**src/rtl/encryption_layer_scheduler_pkg.sv**
```systemverilog
// Shared types and helpers for the layer scheduler.
// Holds the state enum, bit-depth limit, layer index type and key rotation helper.
package encryption_pkg;

  typedef enum logic [2:0] {
    IDLE,
    LATCH,
    ISSUE,
    FEED,
    WAIT,
    NEXT,
    FIN
  } sched_state_e;

  localparam int MAX_BIT_DEPTH = 8;

  typedef logic [15:0] layer_idx_t;

  // Rotate left by whole bytes, one byte per layer, wrapping every 16 layers.
  function automatic logic [127:0] rotl_key(
    input logic [127:0] k,
    input layer_idx_t   layer
  );
    logic [6:0] sh;
    sh = 7'(layer * 8);
    return (k << sh) | (k >> (8'd128 - {1'b0, sh}));
  endfunction

endpackage

```
**src/rtl/encryption_layer_scheduler_if.sv**
```systemverilog
// Core-control and pixel-read bus between the scheduler and core/buffer.
// master: scheduler side (drives core_*, rd_valid, rd_addr); slave: core/buffer side.
interface encryption_layer_scheduler_if #(
  parameter int LW     = 3,
  parameter int ADDR_W = 16
);
  logic              core_start;
  logic [127:0]      core_key;
  logic [7:0]        core_depth;
  logic [LW-1:0]     core_layer;
  logic              core_done;
  logic              rd_valid;
  logic              rd_ready;
  logic [ADDR_W-1:0] rd_addr;

  modport master (
    output core_start, core_key, core_depth, core_layer,
    output rd_valid, rd_addr,
    input  core_done, rd_ready
  );

  modport slave (
    input  core_start, core_key, core_depth, core_layer,
    input  rd_valid, rd_addr,
    output core_done, rd_ready
  );
endinterface

```
**src/rtl/encryption_addr_gen.sv**
```systemverilog
// Row/column pixel counters producing the read address for one layer.
// Ports: clk, rst, clear, advance, layer in; last_px, rd_addr out.
module encryption_addr_gen
  import encryption_pkg::*;
#(
  parameter int MAX_Y  = 64,
  parameter int MAX_Z  = 64,
  parameter int ADDR_W = 16,
  parameter int LW     = 3
) (
  input  logic              clk,
  input  logic              rst,
  input  logic              clear,
  input  logic              advance,
  input  logic [LW-1:0]     layer,
  output logic              last_px,
  output logic [ADDR_W-1:0] rd_addr
);
  localparam int RW = (MAX_Y > 1) ? $clog2(MAX_Y) : 1;
  localparam int CW = (MAX_Z > 1) ? $clog2(MAX_Z) : 1;

  logic [RW-1:0] row;
  logic [CW-1:0] col;
  logic          col_last;
  logic          row_last;

  assign col_last = (col == CW'(MAX_Z - 1));
  assign row_last = (row == RW'(MAX_Y - 1));
  assign last_px  = col_last && row_last;

  always_ff @(posedge clk or posedge rst) begin
    if (rst) begin
      row <= '0;
      col <= '0;
    end else if (clear) begin
      row <= '0;
      col <= '0;
    end else if (advance) begin
      if (col_last) begin
        col <= '0;
        row <= row_last ? '0 : row + RW'(1);
      end else begin
        col <= col + CW'(1);
      end
    end
  end

  assign rd_addr = ADDR_W'(layer) * ADDR_W'(MAX_Y * MAX_Z)
                 + ADDR_W'(row) * ADDR_W'(MAX_Z)
                 + ADDR_W'(col);

endmodule

```
**src/rtl/encryption_layer_scheduler.sv**
```systemverilog
// Sequences layers of an image through one shared encryption core.
// Ports: clk, rst, start, abort, key, bit_depth in; busy, done, err out;
// bus (master): core start/key/depth/layer/done and rd valid/ready/addr.
// Option LAYER_KEY_ROTATE_EN: per-layer key rotated left by 8*layer bits.
module encryption_layer_scheduler
  import encryption_pkg::*;
#(
  parameter int MAX_X  = 8,
  parameter int MAX_Y  = 64,
  parameter int MAX_Z  = 64,
  parameter int ADDR_W = 16,
  parameter int TMO_W  = 16,
  localparam int LW    = (MAX_X > 1) ? $clog2(MAX_X) : 1
) (
  input  logic         clk,
  input  logic         rst,
  input  logic         start,
  input  logic         abort,
  input  logic [127:0] key,
  input  logic [7:0]   bit_depth,
  output logic         busy,
  output logic         done,
  output logic         err,
  encryption_layer_scheduler_if.master bus
);
  sched_state_e     state;
  logic [127:0]     key_q;
  logic [7:0]       depth_q;
  logic [LW-1:0]    layer;
  logic [LW-1:0]    layer_nx;
  logic [127:0]     key_nx;
  logic [TMO_W-1:0] tmo;
  logic [TMO_W-1:0] tmo_nx;
  logic             advance;
  logic             last_px;

  assign busy           = (state != IDLE);
  assign advance        = bus.rd_valid && bus.rd_ready;
  assign tmo_nx         = tmo + TMO_W'(1);
  assign bus.core_layer = layer;

  // Layer about to be issued: 0 from LATCH, layer+1 from NEXT.
  assign layer_nx = (state == NEXT) ? layer + LW'(1) : '0;

`ifdef LAYER_KEY_ROTATE_EN
  assign key_nx = rotl_key(key_q, layer_idx_t'(layer_nx));
`else
  assign key_nx = key_q;
`endif

  encryption_addr_gen #(
    .MAX_Y  (MAX_Y),
    .MAX_Z  (MAX_Z),
    .ADDR_W (ADDR_W),
    .LW     (LW)
  ) u_addr_gen (
    .clk     (clk),
    .rst     (rst),
    .clear   (state == ISSUE),
    .advance (advance),
    .layer   (layer),
    .last_px (last_px),
    .rd_addr (bus.rd_addr)
  );

  always_ff @(posedge clk or posedge rst) begin
    if (rst) begin
      state          <= IDLE;
      done           <= 1'b0;
      err            <= 1'b0;
      key_q          <= '0;
      depth_q        <= '0;
      layer          <= '0;
      tmo            <= '0;
      bus.core_start <= 1'b0;
      bus.core_key   <= '0;
      bus.core_depth <= '0;
      bus.rd_valid   <= 1'b0;
    end else begin
      done           <= 1'b0;
      bus.core_start <= 1'b0;
      if (abort && state != IDLE) begin
        state        <= IDLE;
        bus.rd_valid <= 1'b0;
      end else begin
        unique case (state)
          IDLE: begin
            if (start && !abort) begin
              key_q   <= key;
              depth_q <= bit_depth;
              state   <= LATCH;
            end
          end
          LATCH: begin
            err            <= 1'b0;
            layer          <= layer_nx;
            bus.core_depth <= depth_q;
            if (depth_q == 8'd0 || depth_q > 8'(MAX_BIT_DEPTH)) begin
              err   <= 1'b1;
              done  <= 1'b1;
              state <= FIN;
            end else begin
              bus.core_start <= 1'b1;
              bus.core_key   <= key_nx;
              state          <= ISSUE;
            end
          end
          ISSUE: begin
            if (bus.core_done) begin
              err   <= 1'b1;
              done  <= 1'b1;
              state <= FIN;
            end else begin
              bus.rd_valid <= 1'b1;
              state        <= FEED;
            end
          end
          FEED: begin
            if (bus.core_done) begin
              err          <= 1'b1;
              done         <= 1'b1;
              bus.rd_valid <= 1'b0;
              state        <= FIN;
            end else if (advance && last_px) begin
              bus.rd_valid <= 1'b0;
              tmo          <= '0;
              state        <= WAIT;
            end
          end
          WAIT: begin
            // Leaves after 2**TMO_W-1 cycles without core_done.
            if (bus.core_done) begin
              state <= NEXT;
            end else if (&tmo_nx) begin
              err   <= 1'b1;
              done  <= 1'b1;
              state <= FIN;
            end else begin
              tmo <= tmo_nx;
            end
          end
          NEXT: begin
            if (layer == LW'(MAX_X - 1)) begin
              done  <= 1'b1;
              state <= FIN;
            end else begin
              layer          <= layer_nx;
              bus.core_start <= 1'b1;
              bus.core_key   <= key_nx;
              state          <= ISSUE;
            end
          end
          FIN: state <= IDLE;
          default: state <= IDLE;
        endcase
      end
    end
  end

endmodule
```
**src/flat_wrapper.sv**
```systemverilog
// flat-port wrapper written by rule: the top's interface ports become plain ports
module encryption_layer_scheduler_flat import encryption_pkg::*;
#(
  parameter int MAX_X  = 8,
  parameter int MAX_Y  = 64,
  parameter int MAX_Z  = 64,
  parameter int ADDR_W = 16,
  parameter int TMO_W  = 16,
  localparam int LW    = (MAX_X > 1) ? $clog2(MAX_X) : 1
)
  (clk, rst, start, abort, key, bit_depth, busy, done, err, bus_core_start, bus_core_key, bus_core_depth, bus_core_layer, bus_rd_valid, bus_rd_addr, bus_core_done, bus_rd_ready);
  encryption_layer_scheduler_if #(.ADDR_W(ADDR_W)) bus_i ();
  input  logic clk;
  input  logic rst;
  input  logic start;
  input  logic abort;
  input  logic [127:0] key;
  input  logic [7:0] bit_depth;
  output logic busy;
  output logic done;
  output logic err;
  output wire logic [$bits(bus_i.core_start)-1:0] bus_core_start;
  output wire logic [$bits(bus_i.core_key)-1:0] bus_core_key;
  output wire logic [$bits(bus_i.core_depth)-1:0] bus_core_depth;
  output wire logic [$bits(bus_i.core_layer)-1:0] bus_core_layer;
  output wire logic [$bits(bus_i.rd_valid)-1:0] bus_rd_valid;
  output wire logic [$bits(bus_i.rd_addr)-1:0] bus_rd_addr;
  input wire logic [$bits(bus_i.core_done)-1:0] bus_core_done;
  input wire logic [$bits(bus_i.rd_ready)-1:0] bus_rd_ready;
  assign bus_core_start = bus_i.core_start;
  assign bus_core_key = bus_i.core_key;
  assign bus_core_depth = bus_i.core_depth;
  assign bus_core_layer = bus_i.core_layer;
  assign bus_rd_valid = bus_i.rd_valid;
  assign bus_rd_addr = bus_i.rd_addr;
  assign bus_i.core_done = bus_core_done;
  assign bus_i.rd_ready = bus_rd_ready;
  encryption_layer_scheduler #(.MAX_X(MAX_X), .MAX_Y(MAX_Y), .MAX_Z(MAX_Z), .ADDR_W(ADDR_W), .TMO_W(TMO_W)) u_core (.clk(clk), .rst(rst), .start(start), .abort(abort), .key(key), .bit_depth(bit_depth), .busy(busy), .done(done), .err(err), .bus(bus_i));
endmodule
```
**config.mk**
```make
export PLATFORM = sky130hd
export DESIGN_NAME = encryption_layer_scheduler_flat
export DESIGN_NICKNAME = d
export VERILOG_FILES = /design/src/rtl/encryption_layer_scheduler_pkg.sv /design/src/rtl/encryption_layer_scheduler_if.sv /design/src/rtl/encryption_addr_gen.sv /design/src/rtl/encryption_layer_scheduler.sv /design/src/flat_wrapper.sv
export SDC_FILE = /design/constraint.sdc
export NUM_CORES = 1
export LEC_CHECK = 0
export BUFFER_PORTS_ARGS = -buffer_cell sky130_fd_sc_hd__buf_2
export CAP_MARGIN = 20
export CELL_PAD_IN_SITES_DETAIL_PLACEMENT = 1
export CELL_PAD_IN_SITES_GLOBAL_PLACEMENT = 1
export CORE_ASPECT_RATIO = 0.5
export CORE_MARGIN = 8
export CORE_UTILIZATION = 30
export CTS_BUF_LIST = sky130_fd_sc_hd__clkbuf_4 sky130_fd_sc_hd__clkbuf_8
export DETAILED_ROUTE_END_ITERATION = 16
export PLACE_DENSITY_LB_ADDON = 0.1
export SLEW_MARGIN = 30
export SYNTH_ARGS = -nofsm -noshare
export SYNTH_HDL_FRONTEND = slang
export SYNTH_SLANG_ARGS = --single-unit
```
**constraint.sdc**
```tcl
create_clock -name clk -period 10.06 [get_ports clk]
set_clock_uncertainty 0.15 [all_clocks]
set_input_delay 0 -clock clk [delete_from_list [all_inputs] [get_ports clk]]
set_output_delay 0 -clock clk [all_outputs]
set_load 0.01 [all_outputs]
```
==> results of run 1 <==
## synthesized netlist by cell type, types with 2 or more instances
| cell | instances |
|---|---|
| a211oi_1 | 2 |
| a21o_1 | 10 |
| a21oi_1 | 18 |
| a221o_2 | 2 |
| a311oi_1 | 2 |
| a31oi_1 | 6 |
| and2_1 | 3 |
| and3_1 | 9 |
| and3_2 | 2 |
| buf_2 | 18 |
| buf_4 | 6 |
| buf_6 | 2 |
| clkbuf_1 | 20 |
| dfrtp_1 | 310 |
| ha_1 | 6 |
| inv_1 | 7 |
| mux2_2 | 274 |
| nand2_1 | 38 |
| nand2b_1 | 2 |
| nand3_1 | 20 |
| nand4_1 | 4 |
| nor2_1 | 27 |
| nor2b_1 | 5 |
| nor3_1 | 13 |
| nor4b_1 | 2 |
| o21ai_0 | 14 |
| o22a_1 | 2 |
| o31ai_1 | 8 |
| or2_2 | 2 |
| or3_1 | 3 |
| xnor2_1 | 2 |
| xor2_1 | 6 |
## final cells by class
| cell class | instances | area, um^2 |
|---|---|---|
| clock inverters | 9 | 60.1 |
| multi-input cells | 506 | 4480 |
| flip-flops and latches | 310 | 7760 |
| inverters | 7 | 33.8 |
| clock buffers | 73 | 923 |
| well taps | 540 | 676 |
| fillers | 4352 | 23100 |
| repair buffers | 515 | 3670 |
| diodes | 1 | 2.50 |
## stage by stage
| step | setup slack (ns) | hold slack (ns) | area (um^2) | power, mW | util |
|---|---|---|---|---|---|
| 2_1_floorplan | 1.34 | 0.000503 | 12500 | 3.02 | - |
| 3_3_place_gp | 6.46 | -0.000910 | 14500 | 3.58 | 0.356 |
| 3_5_place_dp | 6.63 | 0.0145 | 14600 | 3.67 | 0.357 |
| 4_1_cts | 6.61 | 0.0000979 | 17600 | 4.88 | 0.432 |
| 5_1_grt | 6.49 | 0.00417 | 17600 | 5.12 | 0.432 |
| 6_report | 6.86 | 0.0379 | 17600 | 4.77 | 0.432 |
## sequential cells by signal, summed over array words and instances (netlist names)
signal                 flops
u_core.bus.core_depth      8
u_core.bus.core_key      128
u_core.bus.core_layer      3
u_core.bus.core_start      1
u_core.bus.rd_valid        1
u_core.depth_q             8
u_core.done                1
u_core.err                 1
u_core.key_nx            128
u_core.state               3
u_core.tmo                16
u_core.u_addr_gen.col      6
u_core.u_addr_gen.row      6
## worst max-delay path: stages, from the launching register on
cell and delay [ns]:
dfrtp_1 0.47, ha_1 0.33, a21o_1 0.19, a2111oi_0 0.43, a21oi_1 0.12, nor3_2 0.19, a31oi_1 0.09, buf_4 0.20
a41oi_2 0.65, a221o_2 0.28
## worst max path at each step
stage	endpoint	from	slack (ns)
floorplan	u_core.bus.core_depth[0]	rst	1.34
CTS	u_core.bus.core_key[67]	u_core.bus.core_layer[0]	6.61
finish	u_core.tmo[3]	u_core.tmo[0]	6.86
global placement	u_core.bus.core_key[120]	u_core.depth_q[0]	6.46
detailed placement	u_core.bus.core_key[67]	u_core.bus.core_layer[0]	6.63
global route	u_core.tmo[3]	u_core.tmo[0]	6.49
## layer usage
layer	vias up	share of wire	global-route usage
li1	4124	-	-
met1	4655	0.36	0.156
met2	132	0.57	0.299
met3	76	0.032	0.0304
met4	0	0.036	0.0565
met5	-	0	0
## cells by family after synthesis
logic type	synth area share
muxes	0.249
buffers and inverters	0.0210
other	0.000300
xor gates and xnor gates	0.00561
and+or+nand+nor	0.0571
AOI/OAI and AO/OA	0.0398
adders and majority gates	0.00601
DFF	0.621
## what timing repair did
item | 4_1_cts | 5_1_grt
setup buffers | 0 | 0
endpoints found under the hold margin | 247 | 1
hold buffers | 204 | 1
gates resized for setup | 0 | 0
## where the power goes
part / internal (mW) / switching [mW] / leakage, nW
Sequential: 1.83 / 0.326 / 3.86
Combinational: 0.820 / 0.694 / 4.10
Clock: 0.585 / 0.514 / 0.530
Total: 3.24 / 1.53 / 8.49
==> results.md, run 1 <==
- Yosys warns: 0
- CP Capture Type: flip-flop
- Max_slew headroom: 0.418
- Port Buffer Count: 300
- RSZ-0062 raised after global routing: false
- Maximum VDD drop: 0.0000867 V
- Most common cell after layout, fill and taps aside: dfrtp_1
- Hold_sp: key[112]
- Worst slew pin tran: 0.870 ns
- Crit path max fanout: 14
- Clk_lat worst skew: 0.60 ns
- Clk buf depth: 3
- Setup TNS: 0 ns
- CP startpoint kind: flip-flop
- WHS Endpoint: u_core.key_nx[112]
- Post-synth cell types: 57
- Final setup vio count: 0
- Synth async-reset ratio: 1.00
- Full die area: 48800 um^2
- Crit share post-route: 0.318
- Static Leak: 8.49 nW
- Mapped Cells: 870
- Post-synth top flop: dfrtp_1
- Post-DR vias/cell: 4.58
- Synth top area share: 0.621
- Number of clock sinks: 310
- Antenna violations before repair: 1
- TritonCTS Buffers: 48
- Status: finished, final reports clean
- Flops & latches, synth: 310
- Most frequent cells in the layout: 310 x dfrtp_1, 300 x buf_2, 274 x mux2_2
- Final net count: 1536
- Worst endpoint data arrival time: 3.55 ns
- Initial DRC count: 231
- I/O Pins: 302
- Reg-to-reg startpoint: u_core.tmo[0]
- Worst Reg-to-Reg Cells: 9
- Final non-filler cell total: 1961
- Row count: 52
- Critical path class: reg -> reg
- Worst Hold Class: in -> reg
- Max-capacitance violation count: 0
- Worst hold stages: 3
- DRC viols: 0
- Final Wtd Congestion: 0.760
- Core area: 40700 um^2
- Total global routing overflow: 0
- First-pass GRT wire length: 59400 um
- Post-route ant nets: 0
- Routed wire length: 37000 um
- Routed WL per cell: 18.9 um
- Layout cells sized above 1: 0.480
- Syn Nets: 1018
- Top cells by area, synth: dfrtp_1 62%, mux2_2 25%, nand2_1 1.1%
- FF-to-FF End: u_core.tmo[3]
- Root Driver: clkbuf_8
- Syn_area_per_cell: 14.4 um^2
- Largest net degree at the start of global routing: 95
- Vias in the first global route: 10475
- Layout overhead on the synthesized area: 41.0%
- Post-synth EDFFs: 0
- Post-synthesis cell area: 12500 um^2
- TritonRoute pass-1 iters: 4
- Initial core utilization: 0.307
- Seq/Total Area, Yosys: 0.621
- Data required time of the critical path: 10.41 ns
- Vias: 8987
- Final Max Tran Viols: 0
- Final hold violation count: 0
- P per Cell Area: 271 nW/um^2
- Clock-pin slew on the worst setup and hold paths: 0.07 ns
- Placed cell count: 1673
- Fmax: 312 MHz
- HPWL Detailed: 24700 um
- Largest area contributor in the netlist: dfrtp_1
- Die Width: 305 um
- Tot GR Track Use: 0.151
- R2R Setup Slk: 6.86 ns
- H-tree levels: 2
- Fin crit period: 3.20 ns
- Die Ht: 160 um
- CTS tree: built
Power figures use the tool's default switching activity.
==> run 2: changes to the inputs <==
--- a/config.mk
+++ b/config.mk
@@ -5,6 +5,7 @@
 export SDC_FILE = /design/constraint.sdc
 export NUM_CORES = 1
 export LEC_CHECK = 0
+export ABC_AREA = 1
 export BUFFER_PORTS_ARGS = -buffer_cell sky130_fd_sc_hd__buf_2
 export CAP_MARGIN = 20
 export CELL_PAD_IN_SITES_DETAIL_PLACEMENT = 1
==> constraint.sdc (replaced) <==
create_clock -name clk -period 3.1 [get_ports clk]
set_clock_uncertainty 0.15 [all_clocks]
set_input_delay 0 -clock clk [delete_from_list [all_inputs] [get_ports clk]]
set_output_delay 0 -clock clk [all_outputs]
set_load 0.01 [all_outputs]
==> results.md, run 2 <==
- Root Driver: clkbuf_8
- Postcts setup bufs: 0 (unchanged)
- Routed WL per cell: 16.8 um (-11%)
- CP delay by family, top: simple AND/OR/NAND/NOR gates
- Syn Nets: 1400 (+38%)
- Grt met2 use: 0.311 (+0.0123)
- Crit path capture: u_core.bus.core_key[87]
- Final Max Tran Viols: 0 (unchanged)
- Critical path class: reg -> reg
- Layout overhead on the synthesized area: 43.2%
- Met1 Track Usage GR: 0.177 (+0.0212)
- Static Leak: 9.19 nW (+8.2%)
- Port Buffer Count: 300 (unchanged)
- Max-capacitance violation count: 0 (unchanged)
- Post-synth EDFFs: 0 (unchanged)
- I/O Pins: 302 (unchanged)
- Status: finished, final reports clean
- Final instance area: 18100 um^2 (+2.6%)
- Vias in the first global route: 11787 (+13%)
- CTS tree: built
- CTS resizes: 0 (unchanged)
- Number of clock sinks: 310 (unchanged)
- H-tree levels: 2 (unchanged)
- Crit share post-route: 0.776 (+0.457)
- Clk buf depth: 3 (unchanged)
- Synth async-reset ratio: 1.00 (unchanged)
- Hold_buf cts: 222 (+8.8%)
- WP buf/inv: 2 (+1)
- Most frequent cells in the layout: 488 x nand2_1, 310 x dfrtp_1, 300 x buf_2
- Antenna violations before repair: 2 (+1)
- Synth top area share: 0.615 (-0.00647)
- RSZ-0062 raised after global routing: false
- Area of the multi-input gates: 4380 um^2 (-2.2%)
- First-pass GRT wire length: 64800 um (+9.1%)
- Vias: 10475 (+17%)
- Dpl ws: 0.680 ns (-5.95 ns)
- Slowest CP cell: dfrtp_1
- Top cells by area, synth: dfrtp_1 61%, nand2_1 15%, mux2_2 11%
- Yosys warns: 0 (unchanged)
- Post-DP Area: 14800 um^2 (+1.6%)
- Layout filler cell count: 4746 (+9.1%)
- FF-to-FF End: u_core.bus.core_key[87]
- Slack of the critical path: 0.696 ns (-6.16 ns)
- Seq/Total Area, Yosys: 0.615 (-0.00647)
- Final setup vio count: 0 (unchanged)
- Initial core utilization: 0.303 (-0.00407)
- DRC viols: 0 (unchanged)
- Placed cell count: 2063 (+23%)
- Reg area: 7760 um^2 (unchanged)
- CP most frequent cell: nand2_1
- Worst Reg-to-Reg Cells: 10 (+1)
- Critical path depth: 10 (+1)
- P per Cell Area: 843 nW/um^2 (+210%)
- HPWL Detailed: 26400 um (+6.8%)
- Syn_area_per_cell: 10.1 um^2 (-30%)
- Final hold violation count: 0 (unchanged)
- Largest area contributor in the netlist: dfrtp_1
- Data required time of the critical path: 3.48 ns (-6.93 ns)
- Clock-pin slew on the worst setup and hold paths: 0.06 ns (about the same)
- WHS: 0.0484 ns (+0.0105 ns)
- TritonCTS Buffers: 49 (+2.1%)
- CP startpoint kind: flip-flop
- Final net count: 1940 (+26%)
- Total global routing overflow: 0 (unchanged)
- Most common cell after layout, fill and taps aside: nand2_1
- Fin util: 0.433 (+0.000919)
- Post-synth top flop: dfrtp_1
- Post-synth cell types: 36 (-37%)
- TritonRoute pass-1 iters: 4 (unchanged)
- Post-route ant nets: 0 (unchanged)
- Max_slew headroom: 0.530 (+0.112)
- Row count: 53 (+1.9%)
- Mapped Cells: 1252 (+44%)
- Post-synthesis cell area: 12600 um^2 (+1.1%)
- Die Ht: 161 um (+0.47%)
- R2R Setup Slk: 0.70 ns (-6.16 ns)
- Fmax: 416 MHz (+33%)
- Worst slew pin tran: 0.705 ns (-0.165 ns)
- Core area: 41700 um^2 (+2.4%)
- Worst endpoint data arrival time: 2.79 ns (-0.76 ns)
- Post-DR vias/cell: 4.41 (-3.8%)
- Crit path cell chain: ha_1, ha_1, inv_1, nor2_1, nor2_1, nand2_1, nor2_4, buf_12, nand2_1, nand2_1
- Reg-to-reg startpoint: u_core.bus.core_layer[1]
- Final non-filler cell total: 2376 (+21%)
- Crit path max fanout: 122 (+108)
- Layout cells sized above 1: 0.296 (-0.184)
- Max incr delay on CP: 0.44 ns (-0.21 ns)
- Final Total Pwr: 15.2 mW (+220%)
- Clk_lat worst skew: 0.60 ns (about the same)
- Count leader, synth: nand2_1
- CP Capture Type: flip-flop
- Largest net degree at the start of global routing: 123 (+29%)
- Setup TNS: 0 ns (unchanged)
- Busiest grt layer: met2
- Top cells by count, synth: 489 x nand2_1, 310 x dfrtp_1, 121 x mux2_2
- Routed wire length: 39900 um (+7.7%)
- Initial DRC count: 421 (+82%)
- Final Wtd Congestion: 0.801 (+5.5%)
- Maximum VDD drop: 0.000363 V (+320%)
- Die Width: 306 um (+0.50%)
- Full die area: 49300 um^2 (+0.97%)
- Worst Hold Class: in -> reg
- Flops & latches, synth: 310 (unchanged)
- Fin crit period: 2.40 ns (-0.798 ns)
- Met3 Use GR: 0.0307 (+0.000352)
- Crit. Startpoint: u_core.bus.core_layer[1]
- Tot GR Track Use: 0.161 (+0.00998)
-- run 2: area by class of cell --
class / count / area share
Tap cell: 550 / 0.0381
Clock buffer: 79 / 0.0529
Clock inverter: 4 / 0.00222
Inverter: 62 / 0.0132
Antenna cell: 2 / 0.000277
Multi-Input combinational cell: 827 / 0.243
Sequential cell: 310 / 0.429
Timing Repair Buffer: 542 / 0.221
-- run 2: worst min path at each step --
stage	cells past startpoint	slack [ns]	end	startpoint
after floorplan	1	-0.05	u_core.bus.core_layer[0]	abort
after global placement	2	-0.09	u_core.key_nx[84]	rst
after detailed placement	2	-0.09	u_core.bus.core_key[84]	rst
after CTS	3	0.0002	u_core.key_nx[51]	key[51]
after global routing	3	0.006	u_core.key_nx[41]	key[41]
final	3	0.05	u_core.key_nx[16]	key[16]
-- run 2: worst reg2reg max path, stage by stage, from the launching register on --
cell and delay, ns:
dfrtp_1 0.44, ha_1 0.21, ha_1 0.19, inv_1 0.05, nor2_1 0.05, nor2_1 0.08
nand2_1 0.16, nor2_4 0.21, buf_12 0.42, nand2_1 0.29, nand2_1 0.11
-- run 2: cells by family after synthesis --
group	synth area share
buffers and inverters	0.0393
muxes	0.108
other	0.000297
adders and majority gates	0.00595
DFF	0.615
AOI/OAI and AO/OA	0.0259
and+or+nand+nor	0.205
xor gates and xnor gates	0.00139
-- run 2: per-layer routing --
metal  share of wire  vias up  wire (um)
met5               0        -          0
met4           0.027        0       1090
met3           0.032       77       1280
met2            0.55      137      22000
met1            0.39     5207      15500
li1                -     5054          -
-- run 2: power by group --
group	leakage (nW)	switching [mW]	internal [mW]
Sequential	3.83	0.926	5.82
Clock	0.531	1.69	1.95
Combinational	4.82	2.67	2.18
Total	9.19	5.29	9.95
